## src/rtl/key_seq_if.sv

```systemverilog
// key_seq_if: board-side signals of the key sequence detector (button, switch, LED, state code)
interface key_seq_if;
    logic       key;
    logic       sw;
    logic       led;
    logic [3:0] state_count;

    modport master (output key, output sw, input led, input state_count);
    modport slave  (input key, input sw, output led, output state_count);
endinterface

```

## src/rtl/key_seq_detector.sv

```systemverilog
// key_seq_detector: debounced push-button sampler of sw feeding a 1-1-0-1 overlapping Moore detector
module key_seq_detector #(
    parameter int DEBOUNCE_CYCLES = 1_000_000
) (
    input logic       clk,
    input logic       rst_n,
    key_seq_if.slave  io
);
    localparam int CW = $clog2(DEBOUNCE_CYCLES + 1);
    localparam logic [CW-1:0] CNT_MAX = CW'(DEBOUNCE_CYCLES);
    localparam logic [CW-1:0] CNT_ARM = CW'(DEBOUNCE_CYCLES - 1);

    localparam logic [3:0] IDLE   = 4'd0;
    localparam logic [3:0] S1     = 4'd1;
    localparam logic [3:0] S11    = 4'd2;
    localparam logic [3:0] S110   = 4'd3;
    localparam logic [3:0] DETECT = 4'd4;

    logic          key_meta_d, key_meta_q, key_sync_d, key_sync_q;
    logic          sw_meta_d, sw_meta_q, sw_sync_d, sw_sync_q;
    logic [CW-1:0] cnt_d, cnt_q;
    logic [3:0]    state_d, state_q;
    logic          press;

    // Synchronizers and saturating debounce counter; a single high sample restarts the count
    always_comb begin
        key_meta_d = io.key;
        key_sync_d = key_meta_q;
        sw_meta_d  = io.sw;
        sw_sync_d  = sw_meta_q;
        cnt_d      = key_sync_q ? '0 : (cnt_q == CNT_MAX ? cnt_q : cnt_q + 1'b1);
        press      = !key_sync_q && cnt_q == CNT_ARM;
    end

    // Next state: only a press pulse advances; stray codes fall back to IDLE unconditionally
    always_comb begin
        case (state_q)
            IDLE:    state_d = press ? (sw_sync_q ? S1 : IDLE) : state_q;
            S1:      state_d = press ? (sw_sync_q ? S11 : IDLE) : state_q;
            S11:     state_d = press ? (sw_sync_q ? S11 : S110) : state_q;
            S110:    state_d = press ? (sw_sync_q ? DETECT : IDLE) : state_q;
            DETECT:  state_d = press ? (sw_sync_q ? S11 : IDLE) : state_q;
            default: state_d = IDLE;
        endcase
    end

    // All state registers, cleared asynchronously; idle key level is released (high)
    always_ff @(posedge clk or negedge rst_n) begin
        if (!rst_n) begin
            key_meta_q <= 1'b1;
            key_sync_q <= 1'b1;
            sw_meta_q  <= 1'b0;
            sw_sync_q  <= 1'b0;
            cnt_q      <= '0;
            state_q    <= IDLE;
        end else begin
            key_meta_q <= key_meta_d;
            key_sync_q <= key_sync_d;
            sw_meta_q  <= sw_meta_d;
            sw_sync_q  <= sw_sync_d;
            cnt_q      <= cnt_d;
            state_q    <= state_d;
        end
    end

    assign io.led         = state_q == DETECT;
    assign io.state_count = state_q;
endmodule

```

## src/flat_wrapper.sv

```systemverilog
// flat-port wrapper written by rule: the top's interface ports become plain ports
module key_seq_detector_flat 
#(
    parameter int DEBOUNCE_CYCLES = 1_000_000
)
  (clk, rst_n, io_key, io_sw, io_led, io_state_count);
  key_seq_if io_i ();
  input logic clk;
  input logic rst_n;
  input wire logic [$bits(io_i.key)-1:0] io_key;
  input wire logic [$bits(io_i.sw)-1:0] io_sw;
  output wire logic [$bits(io_i.led)-1:0] io_led;
  output wire logic [$bits(io_i.state_count)-1:0] io_state_count;
  assign io_i.key = io_key;
  assign io_i.sw = io_sw;
  assign io_led = io_i.led;
  assign io_state_count = io_i.state_count;
  key_seq_detector #(.DEBOUNCE_CYCLES(DEBOUNCE_CYCLES)) u_core (.clk(clk), .rst_n(rst_n), .io(io_i));
endmodule
```

## config.mk

```make
export PLATFORM = sky130hd
export DESIGN_NAME = key_seq_detector_flat
export DESIGN_NICKNAME = d
export VERILOG_FILES = /design/src/rtl/key_seq_if.sv /design/src/rtl/key_seq_detector.sv /design/src/flat_wrapper.sv
export SDC_FILE = /design/constraint.sdc
export NUM_CORES = 1
export LEC_CHECK = 0
export ABC_AREA = 1
export BUFFER_PORTS_ARGS = -buffer_cell sky130_fd_sc_hd__buf_2
export CAP_MARGIN = 0
export CORE_ASPECT_RATIO = 1.2
export CORE_MARGIN = 1
export CORE_UTILIZATION = 60
export DETAILED_ROUTE_END_ITERATION = 16
export GPL_TIMING_DRIVEN = 0
export PLACE_DENSITY = 0.79
export SLEW_MARGIN = 0
export SYNTH_ARGS = -nofsm -noshare
export SYNTH_HDL_FRONTEND = slang
export SYNTH_SLANG_ARGS = --single-unit
export TNS_END_PERCENT = 30
```

## constraint.sdc

```tcl
create_clock -name clk -period 1.75 [get_ports clk]
set_clock_uncertainty 0.1 [all_clocks]
set_input_delay 0.175 -clock clk [delete_from_list [all_inputs] [get_ports clk]]
set_output_delay 0.175 -clock clk [all_outputs]
set_load 0.02 [all_outputs]
```

======== Yosys cells after proc, flatten, opt, wreduce, memory -nomap -nowiden ========
Cells that the tools add are included.
Widths: inputs -> output; s select.
storage, ports and cells
  register bits ........................... 28
  input port bits ......................... 4
  output and inout port bits .............. 5
  logic and storage cells ................. 34
cells by class
  $add $sub $neg .......................... 1
  eq/ne operators ......................... 11
  muxes and demuxes ....................... 11
  reduce and logical (&&, ||, !) cells .... 5
operators by type and width
  cell                   number
  $eq 20x20->1 const B   2
  $mux 20                2
  $add 20x1->20 const B  1
  $mux 4                 4
  $pmux 4 s4             1
  $ne 2x1->1 const B     5
  $eq 4x2->1 const B     2
  $eq 4x1->1 const B     1
  $eq 4x3->1 const B     1
  $logic_not 4->1        1
  $reduce_and 4->1       1
  $mux 3                 1
  $mux 1                 2
  $mux 2                 1
  $reduce_or 2->1        1
  $logic_and 1x1->1      1
  $logic_not 1->1        1

======== Longest topological paths before layout ========
  depth after elaboration ................. 4
  gate-level depth with buffers ........... 9
  depth with buffers taken out ............ 9

======== Worst setup path before layout ========
OpenSTA, ideal clock, no wires.
  kind .................................... register -> register
  from .................................... reg u_core.cnt_q[1]
  to ...................................... reg u_core.cnt_q[10]
  library setup time ...................... 0.120 ns
  arrival ................................. 1.184 ns
  data required time ...................... 1.530 ns
  setup slack ............................. 0.346 ns
  stages on the path, launching flop included .. 8
  path buffers ............................ 0
  clock period less this slack ............ 1.404 ns
  path through ............................ dfrtp_1 > ha_1 > nand2_2 > nor2_4 > nand2_2 > inv_1 > nand2_1 > and3_1
on the way
  word-level cells in the longest chain between the ends .. 3
  elaborated cells on any way between the ends .. 5
  those cells by class .................... add/sub: 1; eq/ne: 2; mux: 2
ends and longest elaborated chain
  element                   RTL line                RTL
  start: declaration        key_seq_detector.sv:21  logic [CW-1:0] cnt_d, cnt_q;
  start signal: assignment  key_seq_detector.sv:61  cnt_q <= cnt_d;
  $add 20x1->20             key_seq_detector.sv:31  cnt_d = key_sync_q ? '0 : (cnt_q == CNT_MAX ? cnt_q : cnt_q + 1'b1);
  $mux 20 (2 in a row)      key_seq_detector.sv:31
Parallel ways exist; a longest one is shown, timed or not. The select of a mux whose other input is x is not followed.
A chain may end at the register's enable or synchronous reset.

======== Worst setup path after layout ========
  from .................................... reg u_core.cnt_q[0]
  to ...................................... reg u_core.cnt_q[14]
Same word-level chain as after synthesis.

==> results.md <==
- First-pass GRT wire length: between 6000 and 7000 µm
- Largest net degree at the start of global routing: 28
- Post-Synth XOR/XNOR Area: roughly 1.6%
- Critical Path Fanout Max: 5
- Die W: 49.1 µm
- Io pins: 9
- Total Power: a little under 1 mW
- WL/cell: around 13 µm
- Gpl congestion: between 0.9 and 1
- Pwr/cell area: about 570 mW/mm²
- Num rows: 20
- Setup TNS: 0 ns
- Cells after Synth: roughly 230
- Clk buf depth: 2
- Most common cell after layout, fill and taps aside: nand2_1
- Die Area: 0.00287 mm²
- Fmax: approximately 0.62 GHz
- Final setup margin: around 0.14 ns
- Setup bufs post-CTS: 0
- Worst-Margin Slew: between 0.6 and 0.7 ns
- Final Util: 68.4%
- Starting Density: around 63%
- Area grow syn2layout: 8.48%
- Starting DRC count in detailed routing: 50
- Layout cells sized above 1: ~12%
- Clk Latency, worst-skew pair: approximately 0.33 ns
- IR Drop Worst-Case VDD: about 0.00047 V
- Final #Nets: around 250
- Total core area: around 0.0025 mm²
- Vias in the first global route: between 1,000 and 1,500
- CP required: between 1.5 and 2 ns
- Max-cap violations: 0
- Post-DRT Antenna Nets: 0
- Final count of pins violating max slew: 0
- Mapped Area: approximately 0.0016 mm²
- R2R Setup Slk: 0.14 ns
- Max-Slew Margin vs Limit: 59.5%
- Largest family of logic cells by synthesized area: simple AND/OR/NAND/NOR gates
- Clock transition at the registers of the reported paths: 0.15 ns
- CP Class: register to register
- Most frequent cells in the layout: nand2_1, nor2_1, inv_1
- RSZ-0062 raised after global routing: false
- Overall Global Routing Usage: ~28%
- Sequential fraction of the synthesis area: a little over two fifths
- Hold crit path type: input port to async pin
- # DRC: 0
- Reg2reg start: u_core.cnt_q[0]
- Outcome: completed
- Synth Area in Simple Gates: between 40% and 50%
- CTS tree: built
- H-tree levels: 1
- FF+latch count, synth: 27
- Critical Path End Type: register
- Global route overflow: 0
- Syn nets: between 200 and 250
- Final Hold Vio Count: 0
- # diodes: 0
- Port bufs: 7
- Final setup violation count: 0
- Mapped Avg Cell Area: approximately 7.1 µm²
- Initial antenna violation count: 0
- DP Wirelength: 2600 µm
- Post-Synth Adder-Cell Area: approximately 1.6%
- R2r endpoint: u_core.cnt_q[14]
- YS warnings: 0
- Pre-CTS WS: roughly 0.16 ns
- Placed cell area: approximately 0.0017 mm²
- Compound-gate portion of the synthesized area: under 10%
- Post-synthesis mux area share: 0%
- Num Clock Sinks: 27
- Total vias in the final route: about 1,500
- Critical Path AT: roughly 1.8 ns
- Num CTS Buffers: 3
- CP Launch Type: register
- Final wirelength: between 3000 and 4000 µm
- Clock root cell: clkbuf_4
- R2R cell count: 9
- Leak Pwr: approximately 0.78 nW
- Fin crit share: 92.2%
- DIE HEIGHT: between 50 and 60 µm
- Final Critical Period: between 1.5 and 2 ns
- Post-route cell area: between 0.0015 and 0.002 mm²
- Initial DRT Pass Iterations: 4
- Synth unique cells: 28
- Vias/cell: roughly 5.4
## layer usage
layer	GRT usage, %	vias up	share of wire, %
li1	-	731	-
met1	33.0	709	42
met2	51.8	36	53
met3	3.36	6	4.5
met4	10.5	0	1.2
met5	0	-	0
## state kept, by name, indices dropped and copies added (netlist names)
register,cells
u_core.sw_sync_q,1
u_core.io.state_count,3
u_core.cnt_q,20
u_core.sw_meta_q,1
u_core.key_sync_q,1
u_core.key_meta_q,1
## critical path, stage by stage (launching register included)
cell and delay [ns]:
dfrtp_1 0.45, ha_1 0.28, nand2_2 0.09, nor2_4 0.13
inv_2 0.08, nor2_4 0.14, nand3_1 0.09, nand2_1 0.07
nand2_1 0.05, nor2_1 0.08
## cell type report
| cell class | count | area (µm²) |
|---|---|---|
| Tap cell | 33 | 41.3 |
| Sequential cell | 27 | 679 |
| Timing Repair Buffer | 10 | 65.1 |
| Inverter | 29 | 109 |
| Clock inverter | 1 | 5.00 |
| Clock buffer | 3 | 22.5 |
| Fill cell | 211 | 798 |
| Buffer | 3 | 26.3 |
| Multi-Input combinational cell | 167 | 781 |
## worst max-delay path by stage
stage,startpoint,endpoint,slack [ns],cells after the start
6_report,u_core.cnt_q[0],u_core.cnt_q[14],0.14,9
5_1_grt,u_core.cnt_q[0],u_core.cnt_q[14],0.004,9
4_1_cts,u_core.cnt_q[1],u_core.cnt_q[14],0.13,9
3_5_place_dp,u_core.cnt_q[1],u_core.cnt_q[14],0.16,9
3_3_place_gp,u_core.cnt_q[0],u_core.cnt_q[16],0.20,7
2_1_floorplan,u_core.cnt_q[1],u_core.cnt_q[10],0.35,7
## what timing repair did
action                                  4_1_cts  5_1_grt
resized for setup                             0        1
endpoints found under the setup margin        0        2
endpoints found under the hold margin        27        0
hold buffers                                  3        0
## metrics by stage
step	std cells	hold WS, ns
after floorplan	226	-0.221
after global placement	266	0.104
after detailed placement	266	0.114
after CTS	273	0.272
after global routing	273	0.274
final	273	0.265
## cells by family after synthesis
group	after synthesis
simple gates	144
xor+xnor	3
other cells	1
compound gates	17
buf+inv	32
fa+ha+maj	2
flops	27
## power by group
| group | switching, mW | internal (mW) | leakage [nW] |
|---|---|---|---|
| Combinational | 0.0397 | 0.0244 | 0.399 |
| Clock | 0.186 | 0.0859 | 0.0177 |
| Sequential | 0.0116 | 0.637 | 0.362 |
| Total | 0.237 | 0.747 | 0.779 |
## synth_stat cells
master    count  share of area [%]
a21oi_1       7                2.2
nor2_1       42                9.9
nand3_1      13                4.1
nand3_2       1               0.63
nand2_4       1               0.71
dfrtp_1      25                 39
o21ai_0       9                2.8
buf_4         1               0.47
nor2_2        2               0.78
xnor2_1       1               0.55
nand2_1      65                 15
nand2_2       3                1.2
nor3b_1       2               0.94
nor3_1        5                1.6
o31ai_1       1               0.47
nand4_1       4                1.6
nand3b_1      1               0.47
ha_1          2                1.6
nor2_4        3                2.1
inv_1        27                6.4
dfstp_2       2                3.3
clkbuf_8      1               0.86
conb_1        1               0.24
buf_2         1               0.31
and3_1        1               0.39
xor2_1        2                1.1
nor2b_1       1               0.39
inv_2         2               0.47
No activity file was read; power rests on OpenSTA's default activity.
